**config.mk**
```make
export PLATFORM = sky130hd
export DESIGN_NAME = slime_freeze_ctrl
export DESIGN_NICKNAME = d
export VERILOG_FILES = /design/src/rtl/slime_freeze_ctrl.sv
export SDC_FILE = /design/constraint.sdc
export NUM_CORES = 1
export LEC_CHECK = 0
export CORE_MARGIN = 1
export CORE_UTILIZATION = 35
export CTS_BUF_LIST = sky130_fd_sc_hd__clkbuf_4
export DETAILED_ROUTE_END_ITERATION = 10
export REMOVE_ABC_BUFFERS = 1
export SLEW_MARGIN = 0
export SYNTH_ARGS = -nofsm -noshare
export SYNTH_HDL_FRONTEND = slang
export SYNTH_SLANG_ARGS = --single-unit
```
**constraint.sdc**
```tcl
create_clock -name clk -period 2.55 [get_ports clk]
set_clock_uncertainty 0.05 [all_clocks]
set_input_delay 0.6375 -clock clk [delete_from_list [all_inputs] [get_ports clk]]
set_output_delay 0.6375 -clock clk [all_outputs]
set_load 0.1 [all_outputs]
```
**src/rtl/slime_freeze_ctrl.sv**
```systemverilog
//----------------------------------------------------------------------------
// Module : slime_freeze_ctrl
// Desc   : Per-slime freeze/thaw controller triggered by the player landing on
//          a slime top. Optional macro FREEZE_EXTEND_EN lets a fresh landing
//          during FROZEN/THAW reload the freeze timer.
// Rev    : 1.0  initial release
//----------------------------------------------------------------------------
`default_nettype none

module slime_freeze_ctrl #(
   parameter int N_SLIME      = 4,
   parameter int FOOT_X       = 24,
   parameter int FOOT_Y       = 41,
   parameter int SLIM_W       = 62,
   parameter int Y_TOL        = 2,
   parameter int FREEZE_TICKS = 180,
   parameter int THAW_TICKS   = 60
) (
   input  logic                  clk,
   input  logic                  rst,
   input  logic                  frame_tick,
   input  logic [9:0]            x_blue,
   input  logic [8:0]            y_blue,
   input  logic [10*N_SLIME-1:0] x_slim,
   input  logic [9*N_SLIME-1:0]  y_slim,
   input  logic [N_SLIME-1:0]    slim_alive,
   output logic [N_SLIME-1:0]    frozen,
   output logic [N_SLIME-1:0]    thawing,
   output logic                  any_frozen,
   output logic                  freeze_evt
);

   localparam int TW = $clog2(FREEZE_TICKS + 1);
   localparam logic [TW-1:0] c_freeze = TW'(FREEZE_TICKS);
   localparam logic [TW-1:0] c_thaw   = TW'(THAW_TICKS);

   typedef enum logic [1:0] {
      ST_ACTIVE = 2'd0,
      ST_FROZEN = 2'd1,
      ST_THAW   = 2'd2
   } state_t;

   logic [10:0]        w_fx;
   logic [10:0]        w_fy;
   logic [N_SLIME-1:0] w_hit;
   logic [N_SLIME-1:0] w_rise;
   logic [N_SLIME-1:0] w_enter;
   logic [N_SLIME-1:0] r_contact_q;
   logic [N_SLIME-1:0] r_contact_prev;
   logic               r_freeze_evt;

   // All geometry in 11 bits so sums never wrap.
   assign w_fx = {1'b0, x_blue} + 11'(FOOT_X);
   assign w_fy = {2'b0, y_blue} + 11'(FOOT_Y);

   always_ff @(posedge clk or posedge rst) begin
      if (rst) begin
         r_contact_q    <= '0;
         r_contact_prev <= '0;
         r_freeze_evt   <= 1'b0;
      end else begin
         r_contact_q    <= w_hit;
         r_contact_prev <= r_contact_q & slim_alive;
         r_freeze_evt   <= |w_enter;
      end
   end

   assign w_rise     = r_contact_q & ~r_contact_prev;
   assign freeze_evt = r_freeze_evt;
   assign any_frozen = |frozen;

   generate
      for (genvar i = 0; i < N_SLIME; i++) begin : g_ch
         logic [10:0]   w_xs;
         logic [10:0]   w_ys;
         state_t        r_state;
         state_t        w_state_nx;
         logic [TW-1:0] r_timer;
         logic [TW-1:0] w_timer_nx;
         logic [TW-1:0] w_dec;
         logic          w_enter_ch;

         assign w_xs = {1'b0, x_slim[10*i +: 10]};
         assign w_ys = {2'b0, y_slim[9*i +: 9]};

         // Lower y bound moved to the left side so small y_slim cannot underflow.
         assign w_hit[i] = slim_alive[i]
                         & (w_fx > w_xs) & (w_fx < w_xs + 11'(SLIM_W))
                         & (w_fy + 11'(Y_TOL) > w_ys) & (w_fy < w_ys + 11'(Y_TOL));

         assign w_dec = r_timer - TW'(1);

         always_ff @(posedge clk or posedge rst) begin
            if (rst) begin
               r_state <= ST_ACTIVE;
               r_timer <= '0;
            end else begin
               r_state <= w_state_nx;
               r_timer <= w_timer_nx;
            end
         end

         always_comb begin
            w_state_nx = r_state;
            w_timer_nx = r_timer;
            w_enter_ch = 1'b0;
            if (!slim_alive[i]) begin
               w_state_nx = ST_ACTIVE;
               w_timer_nx = '0;
            end else begin
               case (r_state)
                  ST_ACTIVE: begin
                     if (w_rise[i]) begin
                        w_state_nx = ST_FROZEN;
                        w_timer_nx = c_freeze;
                        w_enter_ch = 1'b1;
                     end
                  end
                  ST_FROZEN: begin
`ifdef FREEZE_EXTEND_EN
                     if (w_rise[i]) begin
                        w_timer_nx = c_freeze;
                        w_enter_ch = 1'b1;
                     end else
`endif
                     if (frame_tick) begin
                        w_timer_nx = w_dec;
                        if (w_dec == c_thaw) w_state_nx = ST_THAW;
                     end
                  end
                  ST_THAW: begin
`ifdef FREEZE_EXTEND_EN
                     if (w_rise[i]) begin
                        w_state_nx = ST_FROZEN;
                        w_timer_nx = c_freeze;
                        w_enter_ch = 1'b1;
                     end else
`endif
                     if (frame_tick) begin
                        w_timer_nx = w_dec;
                        if (w_dec == '0) w_state_nx = ST_ACTIVE;
                     end
                  end
                  default: begin
                     w_state_nx = ST_ACTIVE;
                     w_timer_nx = '0;
                  end
               endcase
            end
         end

         assign w_enter[i] = w_enter_ch;
         assign frozen[i]  = (r_state != ST_ACTIVE);
         assign thawing[i] = (r_state == ST_THAW);
      end
   endgenerate

endmodule

`default_nettype wire

```
Word level (Yosys, flattened, before mapping)
Cells that the tools add are included.
{"block": "classes", "add_sub_neg": 15, "muxes": 56, "magnitude_cmp": 16, "n_bitwise": 19, "n_reduce_logical": 26, "n_eq_ne": 36}
{"op": "8-bit 2-to-1 mux", "count": 12}
{"op": "8-bit one-hot mux with 2 select lines", "count": 4}
{"op": "3-bit != test, second input constant", "count": 20}
{"op": "2-bit 2-to-1 mux", "count": 24}
{"op": "10-bit by 6-bit adder with 11-bit output, second input constant", "count": 4}
{"op": "11-bit by 10-bit greater-than comparator with 1-bit output", "count": 4}
{"op": "11-bit by 9-bit greater-than comparator with 1-bit output", "count": 4}
{"op": "11-bit < comparator", "count": 4}
{"op": "9-bit by 2-bit adder with 10-bit output, second input constant", "count": 4}
{"op": "10-bit < comparator", "count": 4}
{"op": "8-bit by 6-bit equality test with 1-bit output, second input constant", "count": 4}
{"op": "8-bit zero test", "count": 4}
{"op": "8-bit by 1-bit subtractor with 8-bit output, second input constant", "count": 4}
{"op": "2-bit one-hot mux with 3 select lines", "count": 4}
{"op": "5-bit AND reduction", "count": 4}
{"op": "1-bit bitwise AND", "count": 16}
{"op": "1-bit 2-to-1 mux", "count": 12}
{"op": "3-bit by 2-bit != test with 1-bit output, second input constant", "count": 4}
{"op": "10-bit by 2-bit adder with 11-bit output, second input constant", "count": 1}
{"op": "10-bit by 5-bit adder with 11-bit output, second input constant", "count": 1}
{"op": "9-bit by 6-bit adder with 10-bit output, second input constant", "count": 1}
{"op": "4-bit bitwise AND", "count": 2}
{"op": "2-bit by 1-bit equality test with 1-bit output, second input constant", "count": 4}
{"op": "2-bit equality test, second input constant", "count": 4}
{"op": "6 further kinds", "count": 19}
{"block": "word_totals", "input_bits": 102, "regBits": 49, "wordCells": 179, "out_inout_bits": 10}

Depth between registers and ports, before layout
Gate-level depths: netlist of run 1.
{"block": "depth", "word_depth": 6, "mapped_depth": 14, "ltp_nobuf": 14}

Worst setup path before layout of run 1
Ideal clock, no wire load.
{"block": "synth_timing", "kind": "input-to-reg", "from": "input port y_blue[0]", "to": "register r_contact_q[2]", "arrival_ps": 3215, "path_buffers": 0, "path_stages": 11, "path_slack_ps": -850, "cell_sequence": "and3_1 > xnor2_1 > and3_1 > nand3_1 > or2_2 > xnor2_1 > ha_1 > a2111oi_0 > a211oi_1 > a211oi_1 > a2111oi_0"}
{"block": "synth_via", "elab_chain_cells": 5, "word_cells_on_any_way": 6}
{"item": "start, declared", "line_no": "23", "source": "input logic [8:0] y_blue,"}
{"item": "9-bit by 6-bit adder with 10-bit output *", "line_no": "54", "source": "assign w_fy = {2'b0, y_blue} + 11'(FOOT_Y);"}
{"item": "10-bit by 2-bit adder with 11-bit output", "line_no": "89", "source": "& (w_fy + 11'(Y_TOL) > w_ys) & (w_fy < w_ys + 11'(Y_TOL));"}
{"item": "11-bit by 9-bit greater-than comparator with 1-bit output", "line_no": "89"}
{"item": "1-bit bitwise AND", "line_no": "89"}
{"item": "1-bit bitwise AND *", "line_no": "89"}
{"item": "net w_hit[2]", "line_no": "45", "source": "logic [N_SLIME-1:0] w_hit;"}
{"item": "end signal, assigned", "line_no": "62", "source": "r_contact_q <= w_hit;"}
{"item": "end, declared", "line_no": "48", "source": "logic [N_SLIME-1:0] r_contact_q;"}
The timed path passes the listed nets; every way through them passes the cells marked *.
A chain may end at the register's enable or synchronous reset.

Worst setup path in the final report of run 1
Ends and elaborated chain as after synthesis.

==> metrics.cfg, run 1 <==
[power]
switching_share_pct=41.4
internal-power_w=0.00230
net-switching-power_w=0.00163
clkPwrFrac_pct=13.0
leakage_nw=5.97
power_w=0.00393
powerDensity_mw_per_mm2=313
pwr-share-comb_pct=63.8
p_seq_share_pct=23.2
irDropWorstVdd_v=0.000178

[floorplanning]
die-area_mm2=0.0242
die_h_um=156
core_area_mm2=0.0228
io_pins=112
die_x_um=156
start_util_pct=36.1
num_rows=55

[detailed_routing]
drc=0
drt_iter0_markers=442
drt_wl_total_um=26800
vias_per_cell=5.23
dr_total_vias=8953
wire_per_inst_um=15.7
antenna_left=0
dr.pass1.iters=5

[grt]
overflow=0
antenna_found_initial=0
grt_usage_pct=21.9
grt_pass1_wl_um=42900
grt_max_degree=50
grt_pass1_vias=9039

[layout]
finalNonFillerCells=1711
final_cell_mix=260 x buf_4, 169 x ha_1, 108 x inv_1
diodes=0
final_common_cell=buf_4
final_nets=1690
finalInstanceArea_mm2=0.0126
final_util_pct=55.0
areaGrowthSynthToFinish_pct=52.4
drive_gt1_share_pct=29.3

[clock_network]
cts_hold_buf=0
cts_tree=yes
clockRootBuffer=clkbuf_4
cts_sinks=49
cts_buffers=5
path_clk_slew_ns=0.15
clkLatencyLatePin_ns=0.44
cts_max_path_buffers=2
cts_max_level=2

[sta]
timing.final.ws_setup_ns=-0.317
grt_setup_unrepaired=yes
max_freq_mhz=349
worst_slew_pin_slew_ns=0.598
fin_crit_sh_pct=112
fin_crit_ns=2.87
drv_slew=0
hold_violations=0
fin_hold_ws_ns=0.466
setup_viol=4
max_slew_margin_pct=60.0

[yosys]
yosys_warnings=0
ys_seq_area_share_pct=14.9
synth-edff-count=0
syn_avg_cell_area_um2=7.99
async_flop_share_pct=100
ys_top_cells_by_area=ha_1 29%, dfrtp_1 15%, xnor2_1 6.6%
syn-instance-count=1033
syn_area_mm2=0.00825
synth-seq-cells=49
ys_types=68
synth.largest_area_cell=ha_1
yosys_most_used_dff=dfrtp_1
netlist.area_leader.share_pct=29.0

[setup_path]
crit_fanout=3
worstSetupStartpointType=input port
critPathArrivalTime_ns=3.13
required_ns=2.81
cp-end-kind=flip-flop
critPathKind=in2reg

[placement]
hpwlAfterDp_um=21500
port_buffers=111
place_area_mm2=0.0116
gp_congestion=0.945
place_inst=1676

[outcome]
status=finished with violations
violations=negative setup slack

[worst_hold_path]
hold_path.class=reg2reg

[flow_run]
max_cap_viol_count=0

-- cell usage after synthesis, drive strengths merged (8+ instances only) --
| cell type | n |
|---|---|
| and2 | 10 |
| and3 | 9 |
| nand2b | 14 |
| nand2 | 70 |
| xnor2 | 62 |
| a21oi | 44 |
| nand4 | 21 |
| a211oi | 16 |
| nand4b | 9 |
| nor2b | 16 |
| o21a | 18 |
| nor3 | 27 |
| dfrtp | 49 |
| ha | 191 |
| nor2 | 57 |
| nand3 | 45 |
| o31ai | 8 |
| o21ai | 71 |
| or2 | 8 |
| a211o | 8 |
| o211ai | 15 |
| inv | 109 |
| clkbuf | 19 |
| a31oi | 8 |
| nor4 | 12 |
| xor2 | 11 |
| o311ai | 11 |
| a21o | 11 |
-- power by group through the flow --
stage               registers [W]  logic, W  clock network, W
floorplan                0.000928   0.00119                 0
global placement         0.000922   0.00216                 0
detailed placement       0.000924   0.00220                 0
CTS                      0.000910   0.00235          0.000527
global route             0.000922   0.00276          0.000558
finish                   0.000911   0.00251          0.000511
-- layer usage --
metal | routed length [um] | global-route usage, % | part of all wire, %
met5 | 0 | 0 | 0
met4 | 411 | 5.98 | 1.5
met3 | 1040 | 2.00 | 3.9
met2 | 13100 | 39.7 | 49
met1 | 12200 | 27.6 | 46
-- flip-flops by register name, summed over array words and instances (netlist names) --
| signal | flops |
|---|---|
| g_ch.r_timer | 32 |
| g_ch.r_state | 8 |
| r_contact_prev | 4 |
| r_contact_q | 4 |
| freeze_evt | 1 |
-- timing repair --
action	4_1_cts	5_1_grt
setup endpoints to repair	4	7
endpoints found under the hold margin	0	0
setup buffers	18	9
pin swaps	48	42
gates resized for setup	113	65
-- cells by family (layout without fill, tap and decap cells) --
logic type / after synthesis / in the layout / synth area share [%]
AO/OA/AOI/OAI: 256 / 256 / 20.9
XOR/XNOR: 73 / 73 / 7.75
adder cells (fa/ha/maj): 191 / 191 / 29.0
buffers and inverters: 134 / 499 / 6.32
flip-flops: 49 / 49 / 14.9
multiplexers: 4 / 4 / 0.485
AND/OR/NAND/NOR: 326 / 326 / 20.7
-- per-stage QoR --
stage	worst slack, ns	TNS, ns
after floorplan	-0.850	-2.93
after global placement	-1.25	-5.88
after detailed placement	-1.42	-6.39
after CTS	-0.235	-0.784
after global routing	-0.424	-1.50
final	-0.317	-1.03
-- layout make-up --
| cell class | instances | area [um2] |
|---|---|---|
| fillers | 2139 | 10300 |
| clock inverters | 2 | 33.8 |
| inverters | 109 | 409 |
| clock buffers | 6 | 45.0 |
| well taps | 313 | 392 |
| multi-input cells | 850 | 7200 |
| flip-flops and latches | 49 | 1230 |
| repair buffers | 382 | 3270 |
-- critical path, stage by stage --
cell       delay [ns]
buf_8            0.10
and3_4           0.18
buf_4            0.14
xnor2_1          0.20
and3_1           0.23
nand3_2          0.10
or2_4            0.28
xnor2_4          0.14
ha_1             0.36
a2111oi_4        0.35
a211oi_2         0.13
a211oi_2         0.20
a2111oi_2        0.08
-- path summary, 6_finish.rpt --
kind,from,endpoint,slack (ns),depth (start not counted)
max in group asynchronous,rst,r_contact_q[2],1.70,3
max reg2reg,g_ch[1].r_timer[0],g_ch[1].r_state[0],0.10,7
min,r_contact_q[3],r_contact_prev[3],0.47,1
min in group asynchronous,rst,g_ch[1].r_state[0],0.49,3
min reg2reg,r_contact_q[3],r_contact_prev[3],0.47,1
max,y_blue[0],r_contact_q[2],-0.32,13
Note: power is estimated with default switching activity, not from simulation.
==> run 2: changes to the inputs <==
==> constraint.sdc (replaced) <==
create_clock -name clk -period 3 [get_ports clk]
set_clock_uncertainty 0.05 [all_clocks]
set_input_delay 0.75 -clock clk [delete_from_list [all_inputs] [get_ports clk]]
set_output_delay 0.75 -clock clk [all_outputs]
set_load 0.1 [all_outputs]
==> metrics.cfg, run 2 (synthesis gave the netlist of run 1 again) <==
[sta]
timing.final.ws_setup_ns=0.0169  ; +0.334 ns
grt_setup_unrepaired=yes
fin_crit_ns=2.98
max_slew_margin_pct=61.8  ; +1.7 points
drv_slew=0  ; unchanged
fin_crit_sh_pct=99.4
worst_slew_pin_slew_ns=0.572  ; -0.0259 ns
setup_tns_ns=0  ; +1.03 ns
hold_violations=0  ; unchanged
max_freq_mhz=335
setup_viol=0  ; -4

[worst_hold_path]
min_delay_worst_endpoint=r_contact_prev[3]
hp-start=r_contact_q[3]
hold_path.class=reg2reg
whs_path_depth=1  ; unchanged

[grt]
antenna_found_initial=0  ; unchanged
grt_max_degree=40  ; -20%
grt_pass1_wl_um=41100  ; -4.2%
overflow=0  ; unchanged
grt_pass1_vias=8501  ; -6.0%
grt_usage_pct=21.0  ; -0.93 points

[setup_path]
critPathTopFamily=compound AO/OA/AOI/OAI gates
r2r-start=g_ch[3].r_timer[0]
critPathMaxStageDelay_ns=0.33  ; -0.03 ns
r2r_end=g_ch[3].r_state[1]
cpMostUsedCell=a211oi_2
crit_fanout=4  ; +1
cp.buffers_inverters=2  ; unchanged
slowest_stage=a2111oi_2
r2r_cells=6  ; -1
cp.depth=14  ; +1
critPathKind=in2reg
cp-end-kind=flip-flop
worstSetupStartpointType=input port
critPathArrivalTime_ns=3.24  ; +0.11 ns
r2r_slack_ns=0.38  ; +0.28 ns
required_ns=3.25  ; +0.44 ns
crit_chain=dlygate4sd2_1, a21o_1, xor2_2, buf_4, and3_4, a31oi_1, nor2_2, ha_1, o21ai_1, nand2b_1, a21oi_1, a211oi_2, a211oi_2, a2111oi_2

[floorplanning]
io_pins=112  ; unchanged
num_rows=55  ; unchanged
die_h_um=156  ; unchanged
start_util_pct=36.1  ; unchanged
core_area_mm2=0.0228  ; unchanged
die_x_um=156  ; unchanged
die-area_mm2=0.0242  ; unchanged

[clock_network]
cts_sinks=49  ; unchanged
cts_max_path_buffers=2  ; unchanged
clockRootBuffer=clkbuf_4
cts_buffers=5  ; unchanged
cts_tree=yes
clkLatencyLatePin_ns=0.41  ; -0.03 ns
cts_hold_buf=0  ; unchanged
path_clk_slew_ns=0.15  ; about the same
cts_max_level=2  ; unchanged

[placement]
place_ws_ns=-1.06  ; +0.355 ns
hpwlAfterDp_um=20900  ; -2.6%
gp_congestion=0.908  ; -3.9%
port_buffers=111  ; unchanged
place_inst=1643  ; -2.0%

[layout]
final_nets=1648  ; -2.5%
reg.largest.list=g_ch.r_timer: 32 flops, g_ch.r_state: 8 flops
areaGrowthSynthToFinish_pct=44.8
top_register=g_ch.r_timer
largest_register_ffs=32  ; unchanged
final_common_cell=buf_4
fillerInstances=2200  ; +2.9%
diodes=0  ; unchanged
drive_gt1_share_pct=24.9  ; -4.3 points
finalNonFillerCells=1669  ; -2.5%
final_cell_mix=234 x buf_4, 179 x ha_1, 107 x inv_1

[power]
leakage_nw=5.73  ; -4.1%
irDropWorstVdd_v=0.000152  ; -15%
power_w=0.00317  ; -19%
powerDensity_mw_per_mm2=266  ; -15%

[detailed_routing]
drc=0  ; unchanged
vias_per_cell=5.21  ; -0.43%
antenna_left=0  ; unchanged
drt_wl_total_um=25500  ; -4.9%
drt_iter0_markers=487  ; +10%
dr_total_vias=8696  ; -2.9%
dr.pass1.iters=5  ; unchanged
wire_per_inst_um=15.3  ; -2.5%

[outcome]
status=completed

[flow_run]
max_cap_viol_count=0  ; unchanged

-- run 2: changes by cell type in the layout (fill, tap and decap cells not counted), sizes merged --
cell           change
clkinvlp           +1
dlygate4sd2        -6
clkdlybuf4s50      +8
buf               -42
dlymetal6s2s       +1
clkbuf             -4
-- run 2: final cells by class --
class,instances,area [um2],share of cell area [%]
multi-input combinational,850,6980,58.5
clock buffer,5,37.5,0.314
timing repair buffer,340,2860,23.9
clock inverter,3,41.3,0.346
tap,313,392,3.28
sequential,49,1230,10.3
inverter,109,409,3.42
-- run 2: timing repair --
item                                    in CTS  in global routing
pin swaps                                   33                 38
setup buffers                                9                 10
resized for setup                           60                 63
cloned                                       0                  0
endpoints found under the setup margin       4                  4
-- run 2: layer usage --
metal	vias up	share of wire, %	routed length [um]	track usage (%)
met1	4083	46	11800	27.7
met4	0	1.6	408	5.00
met3	36	3.5	902	2.47
met5	-	0	0	0
met2	161	49	12400	36.4
li1	4416	-	-	-
-- run 2: how the worst max path moves through the flow --
stage / start / endpoint
floorplan: y_blue[0] / r_contact_q[2]
global placement: y_blue[0] / r_contact_q[2]
detailed placement: y_blue[0] / r_contact_q[2]
CTS: y_slim[22] / r_contact_q[2]
global route: y_slim[3] / r_contact_q[0]
finish: y_blue[3] / r_contact_q[2]
-- run 2: per-stage QoR --
step	utilization, %	area (um2)	hold slack [ns]
2_1_floorplan	-	8140	0.409
3_3_place_gp	49.1	11200	0.426
3_5_place_dp	49.1	11200	0.455
4_1_cts	50.5	11500	0.489
5_1_grt	52.3	11900	0.511
6_report	52.3	11900	0.481
-- run 2: report_power, final --
part	internal [W]	leakage [nW]	total (W)	switching, W
logic	0.000985	5.03	0.00197	0.000984
registers	0.000707	0.660	0.000789	0.0000817
clock network	0.000173	0.0389	0.000417	0.000244
==> edit: new RTL, settings of run 2 <==
The option `FREEZE_EXTEND_EN` is turned on by a define.
--- a/src/rtl/slime_freeze_ctrl.sv
+++ b/src/rtl/slime_freeze_ctrl.sv
@@ -7,4 +7,6 @@
 //----------------------------------------------------------------------------
 `default_nettype none
+
+`define FREEZE_EXTEND_EN
 
 module slime_freeze_ctrl #(
Behaviour: not the same (a bounded check fails within 10 cycles, from zero or initial values and one cycle with rst high).
==> edit against run 2 <==
- the run now ends with negative setup slack left
- final area increased by 0.85%
- highest routed layer unchanged
- largest cell class unchanged
- global-route usage decreased by 0.45 points
- utilization increased by 0.44 points
- largest power group unchanged
- routed wire length decreased by 1.7%
- power increased by 57%
- worst setup slack got worse by 0.078 ns
- sequential cell count unchanged
- synthesized area about the same
==> edit: results (changes against run 2) <==
[worst_setup_path]
crit_path_max_incr_delay_ns=0.49  ; +0.16 ns
r2r_slack_ns=0.23  ; -0.15 ns
reg2reg_to=g_ch[1].r_state[1]$_DFFE_PP0P_
crit_family=simple AND/OR/NAND/NOR gates
cp_max_fo=6  ; +2
crit_arrival_ns=3.28  ; +0.04 ns
startpoint=x_blue[4]
crit_end=r_contact_q[0]$_DFF_PP0_
critical_path.slowest_cell=clkdlybuf4s50_1
r2r_start=g_ch[1].r_timer[0]$_DFFE_PP0P_

[drt]
drtIter0Drc=441  ; -9.4%
avgRoutedWirePerCell_um=14.78  ; -3.3%
num_vias=8701  ; +0.057%

[yosys]
synth_compound_area_frac=0.1831  ; -0.02609
yosys-top-cells-area=ha_1 (29%), dfrtp_1 (15%), xnor2_1 (7.1%)
synthMuxAreaShare=0.01290  ; +0.008045
synth_fa_ha_area_frac=0.2943  ; +0.004771
synth_common_cells=ha_1 (194), inv_1 (111), nand2_1 (90)
synthDistinctLibCells=62  ; -8.8%
yosysSeqAreaShare=0.1487  ; about the same

[timing]
slew_headroom=0.6748  ; +0.05723
postLayoutSetupSlackWorst_ns=-0.06098  ; -0.07785 ns
tns_ns=-0.06098  ; -0.06098 ns
hold_ws_ns=0.4903  ; +0.009010 ns
setup_viol=1  ; +1

[global_route]
antenna_found_initial=1  ; +1
grt_pass1_wl_mm=40.58  ; -1.3%

[cells_and_area]
final_layout_size_suffix_gt1_frac=0.2393  ; -0.009928
buffer_area_frac=0.2346  ; -0.004608
antenna_cells=1  ; +1
fillers=2241  ; +1.9%
num-multi-input-gates=878  ; +3.3%
clockBufferCount=6  ; +1
num-nonclk-inverters=111  ; +1.8%
multiInputGateArea_um2=7101  ; +1.7%

[status]
status=finished, violations left
violations=negative setup slack

[placed_design]
postPlaceCellArea_um2=11160  ; -0.51%
dp_hpwl_mm=20.49  ; -2.2%

[hold_path]
min-delay-start=g_ch[0].r_timer[6]$_DFFE_PP0P_

[clock_network]
clk-insertion-delay-late_ns=0.39  ; -0.02 ns

[power_and_ir_drop]
p_leak_nw=5.765  ; +0.70%

-- edit: report_power, final --
group	internal (mW)	switching, mW	total (mW)	leakage [nW]
combinational	1.58	1.93	3.51	5.07
clock	0.187	0.241	0.428	0.0459
sequential	0.808	0.223	1.03	0.652
total	2.57	2.40	4.97	5.77
-- edit: through the flow --
step / cells / setup slack [ns] / util
6_report: 1697 / -0.06098 / 0.5273
5_1_grt: 1697 / -0.1704 / 0.5273
4_1_cts: 1682 / 0.0007296 / 0.5076
3_5_place_dp: 1661 / -1.070 / 0.4883
3_3_place_gp: 1661 / -0.9176 / 0.4883
2_1_floorplan: 1038 / -0.4147 / -
-- edit: routing by layer --
layer | track usage | share of wire
met3 | 0.01560 | 0.021
met4 | 0.04015 | 0.016
met5 | 0 | 0
met1 | 0.2584 | 0.46
met2 | 0.3818 | 0.50
-- edit: timing repair --
| item | in CTS | in global routing |
|---|---|---|
| pin swaps | 20 | 29 |
| gates resized for setup | 59 | 69 |
| setup buffers | 13 | 14 |
| endpoints found under the setup margin | 4 | 4 |
